**src/rtl/cdr_loop_filter.sv**
```systemverilog
// cdr_loop_filter
// Digital loop filter for the receive CDR. Collects early/late votes from the
// bang-bang phase detector in windows of DECIM valid votes, takes the sign of
// each window as a decision, and runs a proportional-plus-integral loop that
// produces a registered, modulo-wrapping phase code for the interpolator.
// Optional feature macro: CDR_INT_PATH_EN (integrator, Sat and integral step
// term). When it is undefined the loop is first order and Int_Out/Sat are 0.
module cdr_loop_filter #(
    parameter int CODE_W     = 11,
    parameter int DECIM      = 8,
    parameter int KP         = 4,
    parameter int KI_SHIFT   = 4,
    parameter int INT_W      = 16,
    parameter int RESET_CODE = 0
) (
    input  logic              CLK,
    input  logic              RST,
    input  logic              Up,
    input  logic              Dn,
    input  logic              Vote_Valid,
    input  logic              Freeze,
    output logic [CODE_W-1:0] Code,
    output logic              Code_Update,
    output logic [INT_W-1:0]  Int_Out,
    output logic              Sat
);

    localparam int CNT_W  = $clog2(DECIM);
    // Net sum spans [-DECIM, DECIM]; two extra bits cover sign and magnitude.
    localparam int NET_W  = $clog2(DECIM) + 2;
    // Proportional plus integral term is formed one bit wider than the integrator.
    localparam int STEP_W = INT_W + 1;

    localparam logic [CNT_W-1:0]         LAST_CNT = CNT_W'(DECIM - 1);
    localparam logic signed [STEP_W-1:0] KP_STEP  = STEP_W'(KP);

    // Map one phase-detector vote to +1 / 0 / -1.
    function automatic logic signed [1:0] vote_of(input logic up, input logic dn);
        if (up && !dn) begin
            return 2'b01;
        end else if (dn && !up) begin
            return 2'b11;
        end
        return 2'b00;
    endfunction

    // Sign of the window sum as the loop decision.
    function automatic logic signed [1:0] sign_of(input logic signed [NET_W-1:0] v);
        if (v == '0) begin
            return 2'b00;
        end else if (v[NET_W-1]) begin
            return 2'b11;
        end
        return 2'b01;
    endfunction

    logic [CNT_W-1:0]         r_count;
    logic signed [NET_W-1:0]  r_net;
    logic signed [1:0]        r_dec;
    logic                     r_dec_vld;
    logic [CODE_W-1:0]        r_code;
    logic                     r_upd;

    logic signed [1:0]        w_vote;
    logic signed [NET_W-1:0]  w_vote_ext;
    logic signed [NET_W-1:0]  w_net_sum;
    logic                     w_last;
    logic                     w_decide;
    logic                     w_update;
    logic signed [STEP_W-1:0] w_prop;
    logic signed [STEP_W-1:0] w_int_term;
    logic signed [STEP_W-1:0] w_step;
    logic [CODE_W-1:0]        w_step_code;

    assign w_vote     = vote_of(Up, Dn);
    assign w_vote_ext = {{(NET_W-2){w_vote[1]}}, w_vote};
    assign w_net_sum  = r_net + w_vote_ext;
    assign w_last     = (r_count == LAST_CNT);
    // Freeze overrides a decision-cycle vote.
    assign w_decide   = Vote_Valid && w_last && !Freeze;
    // A pending decision is discarded if Freeze is high when it would apply.
    assign w_update   = r_dec_vld && !Freeze;

    // Vote window: count valid votes and accumulate their net sum.
    always_ff @(posedge CLK or posedge RST) begin
        if (RST) begin
            r_count <= '0;
            r_net   <= '0;
        end else if (Freeze) begin
            r_count <= '0;
            r_net   <= '0;
        end else if (Vote_Valid) begin
            if (w_last) begin
                r_count <= '0;
                r_net   <= '0;
            end else begin
                r_count <= r_count + CNT_W'(1);
                r_net   <= w_net_sum;
            end
        end
    end

    // Register the window decision for the update on the following edge.
    always_ff @(posedge CLK or posedge RST) begin
        if (RST) begin
            r_dec_vld <= 1'b0;
            r_dec     <= 2'b00;
        end else begin
            r_dec_vld <= w_decide;
            if (w_decide) begin
                r_dec <= sign_of(w_net_sum);
            end
        end
    end

`ifdef CDR_INT_PATH_EN
    localparam logic signed [INT_W-1:0] INT_POS = {1'b0, {(INT_W-1){1'b1}}};
    localparam logic signed [INT_W-1:0] INT_NEG = {1'b1, {(INT_W-2){1'b0}}, 1'b1};

    // Integrator step by +/-1 with symmetric clamping at +/-(2^(INT_W-1)-1).
    function automatic logic signed [INT_W-1:0] clamp_int(input logic signed [INT_W-1:0] v,
                                                          input logic signed [1:0] d);
        if ((d == 2'b01) && (v == INT_POS)) begin
            return INT_POS;
        end else if ((d == 2'b11) && (v == INT_NEG)) begin
            return INT_NEG;
        end
        return v + {{(INT_W-2){d[1]}}, d};
    endfunction

    logic signed [INT_W-1:0] r_int;
    logic signed [INT_W-1:0] w_int_new;
    logic signed [INT_W-1:0] w_int_shr;

    assign w_int_new  = clamp_int(r_int, r_dec);
    assign w_int_shr  = w_int_new >>> KI_SHIFT;
    assign w_int_term = {w_int_shr[INT_W-1], w_int_shr};

    // Frequency integrator: advances once per applied decision.
    always_ff @(posedge CLK or posedge RST) begin
        if (RST) begin
            r_int <= '0;
        end else if (w_update) begin
            r_int <= w_int_new;
        end
    end

    assign Int_Out = r_int;
    assign Sat     = (r_int == INT_POS) || (r_int == INT_NEG);
`else
    assign w_int_term = '0;
    assign Int_Out    = '0;
    assign Sat        = 1'b0;
`endif

    // Proportional term: decision scaled by KP.
    always_comb begin
        w_prop = '0;
        if (r_dec == 2'b01) begin
            w_prop = KP_STEP;
        end else if (r_dec == 2'b11) begin
            w_prop = -KP_STEP;
        end
    end

    assign w_step      = w_prop + w_int_term;
    // Size cast sign-extends or truncates; only the low CODE_W bits matter for the wrap.
    assign w_step_code = CODE_W'(w_step);

    // Phase code register: modulo-2^CODE_W accumulation plus update strobe.
    always_ff @(posedge CLK or posedge RST) begin
        if (RST) begin
            r_code <= CODE_W'(RESET_CODE);
            r_upd  <= 1'b0;
        end else begin
            r_upd <= w_update;
            if (w_update) begin
                r_code <= r_code + w_step_code;
            end
        end
    end

    assign Code        = r_code;
    assign Code_Update = r_upd;

endmodule

```
**config.mk**
```make
export PLATFORM = sky130hd
export DESIGN_NAME = cdr_loop_filter
export DESIGN_NICKNAME = d
export VERILOG_FILES = /design/src/rtl/cdr_loop_filter.sv
export SDC_FILE = /design/constraint.sdc
export NUM_CORES = 1
export LEC_CHECK = 0
export CORE_MARGIN = 10
export CORE_UTILIZATION = 51
export DETAILED_ROUTE_END_ITERATION = 8
export MAX_ROUTING_LAYER = met4
export PLACE_DENSITY = 0.88
export SLEW_MARGIN = 20
export SYNTH_ARGS = -nofsm -noshare
export SYNTH_HDL_FRONTEND = slang
export SYNTH_SLANG_ARGS = --single-unit
export TNS_END_PERCENT = 1
```
**constraint.sdc**
```tcl
create_clock -name CLK -period 2.67 [get_ports CLK]
set_input_delay 0.801 -clock CLK [delete_from_list [all_inputs] [get_ports CLK]]
set_output_delay 0.801 -clock CLK [all_outputs]
set_load 0.01 [all_outputs]
```
==> flow_summary_export.csv <==
group,metric,value,unit
floorplanning,fp.coreArea,3053,µm²
critical_path,reg2reg_to,"Code[10]",
floorplanning,dieArea,5835,µm²
critical_path,cp_num_buf_inv,1,
run_status,outcome,"finished, final reports clean",
finish,diodes,0,
logic_synthesis,ys_ff_latch,21,
critical_path,end_kind,"flip-flop",
logic_synthesis,synth_xor_area_share,4.861,%
logic_synthesis,ys_warn_count,0,
finish,final_common_cell,"dfrtp_1",
logic_synthesis,synthArstFlopShare,100.0,%
cts,cts_root_buffer,"clkbuf_4",
logic_synthesis,synth_fa_ha_area_share,12.04,%
finish,multi_input_area,1044,µm²
pwr,p_per_area,333.4,nW/µm²
critical_path,crit_path_start_kind,"flip-flop",
cts,cts_tree,"yes",
global_route,grt_pass1_vias,1229,
logic_synthesis,synth_cells,177,
global_route,grt_pass1_wl,5.471,mm
timing,skew,9.705,ps
logic_synthesis,yosysUniqueCellTypes,44,
routing,drt_iter0_markers,74,
global_route,top_usage_layer,"met2",
cts,cts_buffers,3,
critical_path,crit_chain,"nand2_1, inv_1, ha_1, and3_2, a221oi_2, o21bai_1, mux2i_1, a32o_1",
critical_path,cpMaxStageDelayCell,"dfrtp_1",
cts,clock_path_buffers,2,
critical_path,slowest_delay,430,ps
logic_synthesis,seq_area_frac_synth,32.41,%
critical_path,cp_max_fo,8,
critical_path,cp.arrival,2600,ps
routing,post-route-drc-count,0,
timing,maxSlewViolCount,0,
global_route,grt_max_degree,22,
finish,layout_common_cells,"21 x dfrtp_1, 19 x conb_1, 14 x nand2_1",
finish,seq_area,525.5,µm²
routing,postRouteAntennaNets,0,
routing,totalWireLength,3.069,mm
timing,rsz0062_at_grt,"false",
logic_synthesis,synth_flop_cell,"dfrtp_1",
critical_path,rrSetupSlack,270,ps
critical_path,cp.required,2870,ps
floorplanning,die_h,76.39,µm
global_route,grt_overflow,0,
critical_path,path_delay_family,"compound AO/OA/AOI/OAI gates",
flow_run,max-cap-violations,0,
pwr,p_leak,0.9378,nW
routing,vias,1227,
placed_design,hpwlAfterDp,2.387,mm
global_route,gr-usage-all-layers,11.02,%
placed_design,port_buffers,15,
timing,period_share,89.73,%
critical_path,critical_path.endpoint,"Code[10]",
routing,wl_per_cell,12.73,µm
global_route,grt_util_met1,13.03,%
timing,hold_viol,0,
critical_path,path_depth,8,
global_route,grtUsageMet3,2.594,%
cts,clkTransAtPathRegs,120,ps
floorplanning,io_pins,35,
critical_path,rr_worst_depth,8,
finish,layout-drive-gt1-share,13.20,%
cts,cts_htree_levels,1,
logic_synthesis,syn_area_per_cell,9.161,µm²
routing,viasPerCell,5.091,
logic_synthesis,synth-compound-area-share,15.90,%
pwr,peakVddDrop,0.1613,mV
global_route,use_met2,17.52,%
logic_synthesis,synth_top_family_by_area,"simple AND/OR/NAND/NOR gates",
finish,nFillCells,264,
critical_path,critical_path_class,"flip-flop to flip-flop",
logic_synthesis,synth_simple_gate_area_share,17.13,%
timing,max_freq,417.4,MHz
finish,area_delta_synth_final,16.90,%
timing,fin_crit,2396,ps
floorplanning,die_w,76.39,µm
floorplanning,rows,20,
finish,final_util,62.09,%
logic_synthesis,synth_edf_count,0,
critical_path,r2r_start,"r_dec[0]",
timing,tns,0,ps
placed_design,gp_congestion,0.8606,
finish,nets,219,
critical_path,startpoint,"r_dec[0]",
timing,setup_viol,0,
cts,cts.sinks,21,
floorplanning,start_util,53.11,%
hold_path,hold_class,"flip-flop to flip-flop",
cts,clock_latency,310,ps
global_route,antenna_found_initial,0,
logic_synthesis,synthMuxAreaShare,4.938,%
logic_synthesis,synth_area,1622,µm²
routing,first_pass_iters,4,
what timing repair did:
action,in CTS,in global routing
buffers inserted,0,0
hold buffers,0,0
pin swaps,2,4
gates resized for setup,4,12
setup endpoints to repair,3,4
registers in the layout, indices dropped and copies added (netlist names):
name / cells
Code: 9
r_dec: 2
r_dec_vld: 1
r_count: 3
Code_Update: 1
r_net: 5
layer usage:
layer  vias up  wire, µm  part of all wire [%]
met3         2       147                   4.8
met2        27      1406                    46
met4         0        41                   1.3
met5         -         0                     0
li1        630         -                     -
met1       568      1473                    48
worst min path at each step:
| stage | slack [ps] | endpoint | from | depth (start not counted) |
|---|---|---|---|---|
| 6_report | 520 | Code[5] | Code[5] | 2 |
| 2_1_floorplan | 490 | r_count[1] | r_count[1] | 2 |
| 5_1_grt | 550 | Code[5] | Code[5] | 2 |
| 4_1_cts | 540 | Code[5] | Code[5] | 2 |
| 3_5_place_dp | 510 | Code[5] | Code[5] | 2 |
| 3_3_place_gp | 490 | Code[4] | Code[4] | 2 |
logic make-up (layout without fill, tap and decap cells):
| kind of cell | after synthesis | in the layout |
|---|---|---|
| and+or+nand+nor | 53 | 53 |
| muxes | 8 | 8 |
| buffers and inverters | 33 | 35 |
| adders and majority gates | 15 | 15 |
| DFF | 21 | 21 |
| xor gates and xnor gates | 9 | 9 |
| other | 1 | 19 |
| AOI/OAI and AO/OA | 37 | 37 |
final cells by class:
class                           count  area share (%)
Clock buffer                        4           1.386
Inverter                            8           1.584
Multi-Input combinational cell    141           55.05
Sequential cell                    21           27.72
Tap cell                           44           2.904
Timing Repair Buffer               23           11.35
tightest hold or removal path, cell delays in order (launching register included):
cell	delay, ps
dfrtp_1	390
nand2_1	50
o21ai_0	60
where the power goes:
group | switching (mW) | internal, mW | leakage (nW) | total [mW]
logic | 0.0689 | 0.0618 | 0.639 | 0.131
clock network | 0.0963 | 0.0583 | 0.0150 | 0.155
registers | 0.0180 | 0.329 | 0.284 | 0.347
total | 0.183 | 0.449 | 0.938 | 0.632
cell usage after synthesis (5+ instances only):
| library cell | n | area share (%) |
|---|---|---|
| nand2_1 | 14 | 3.2 |
| xnor2_1 | 5 | 2.7 |
| ha_1 | 14 | 11 |
| mux2i_1 | 8 | 4.9 |
| inv_1 | 8 | 1.9 |
| dfrtp_1 | 21 | 32 |
| nor2_1 | 12 | 2.8 |
| o21ai_0 | 6 | 1.9 |
| buf_4 | 19 | 8.8 |
| a21oi_1 | 11 | 3.4 |
metrics by stage:
| stage | hold slack (ps) | cells | instance area (µm²) | setup WS, ps | power (mW) |
|---|---|---|---|---|---|
| 2_1_floorplan | 490.5 | 195 | 1689 | 163.7 | 0.4528 |
| 3_3_place_gp | 492.4 | 237 | 1782 | -368.5 | 0.4588 |
| 3_5_place_dp | 507.3 | 237 | 1782 | -472.5 | 0.4627 |
| 4_1_cts | 535.5 | 241 | 1829 | 6.466 | 0.6206 |
| 5_1_grt | 550.0 | 241 | 1896 | 96.94 | 0.6677 |
| 6_report | 524.5 | 241 | 1896 | 274.2 | 0.6320 |
No activity file was read; power rests on OpenSTA's default activity.
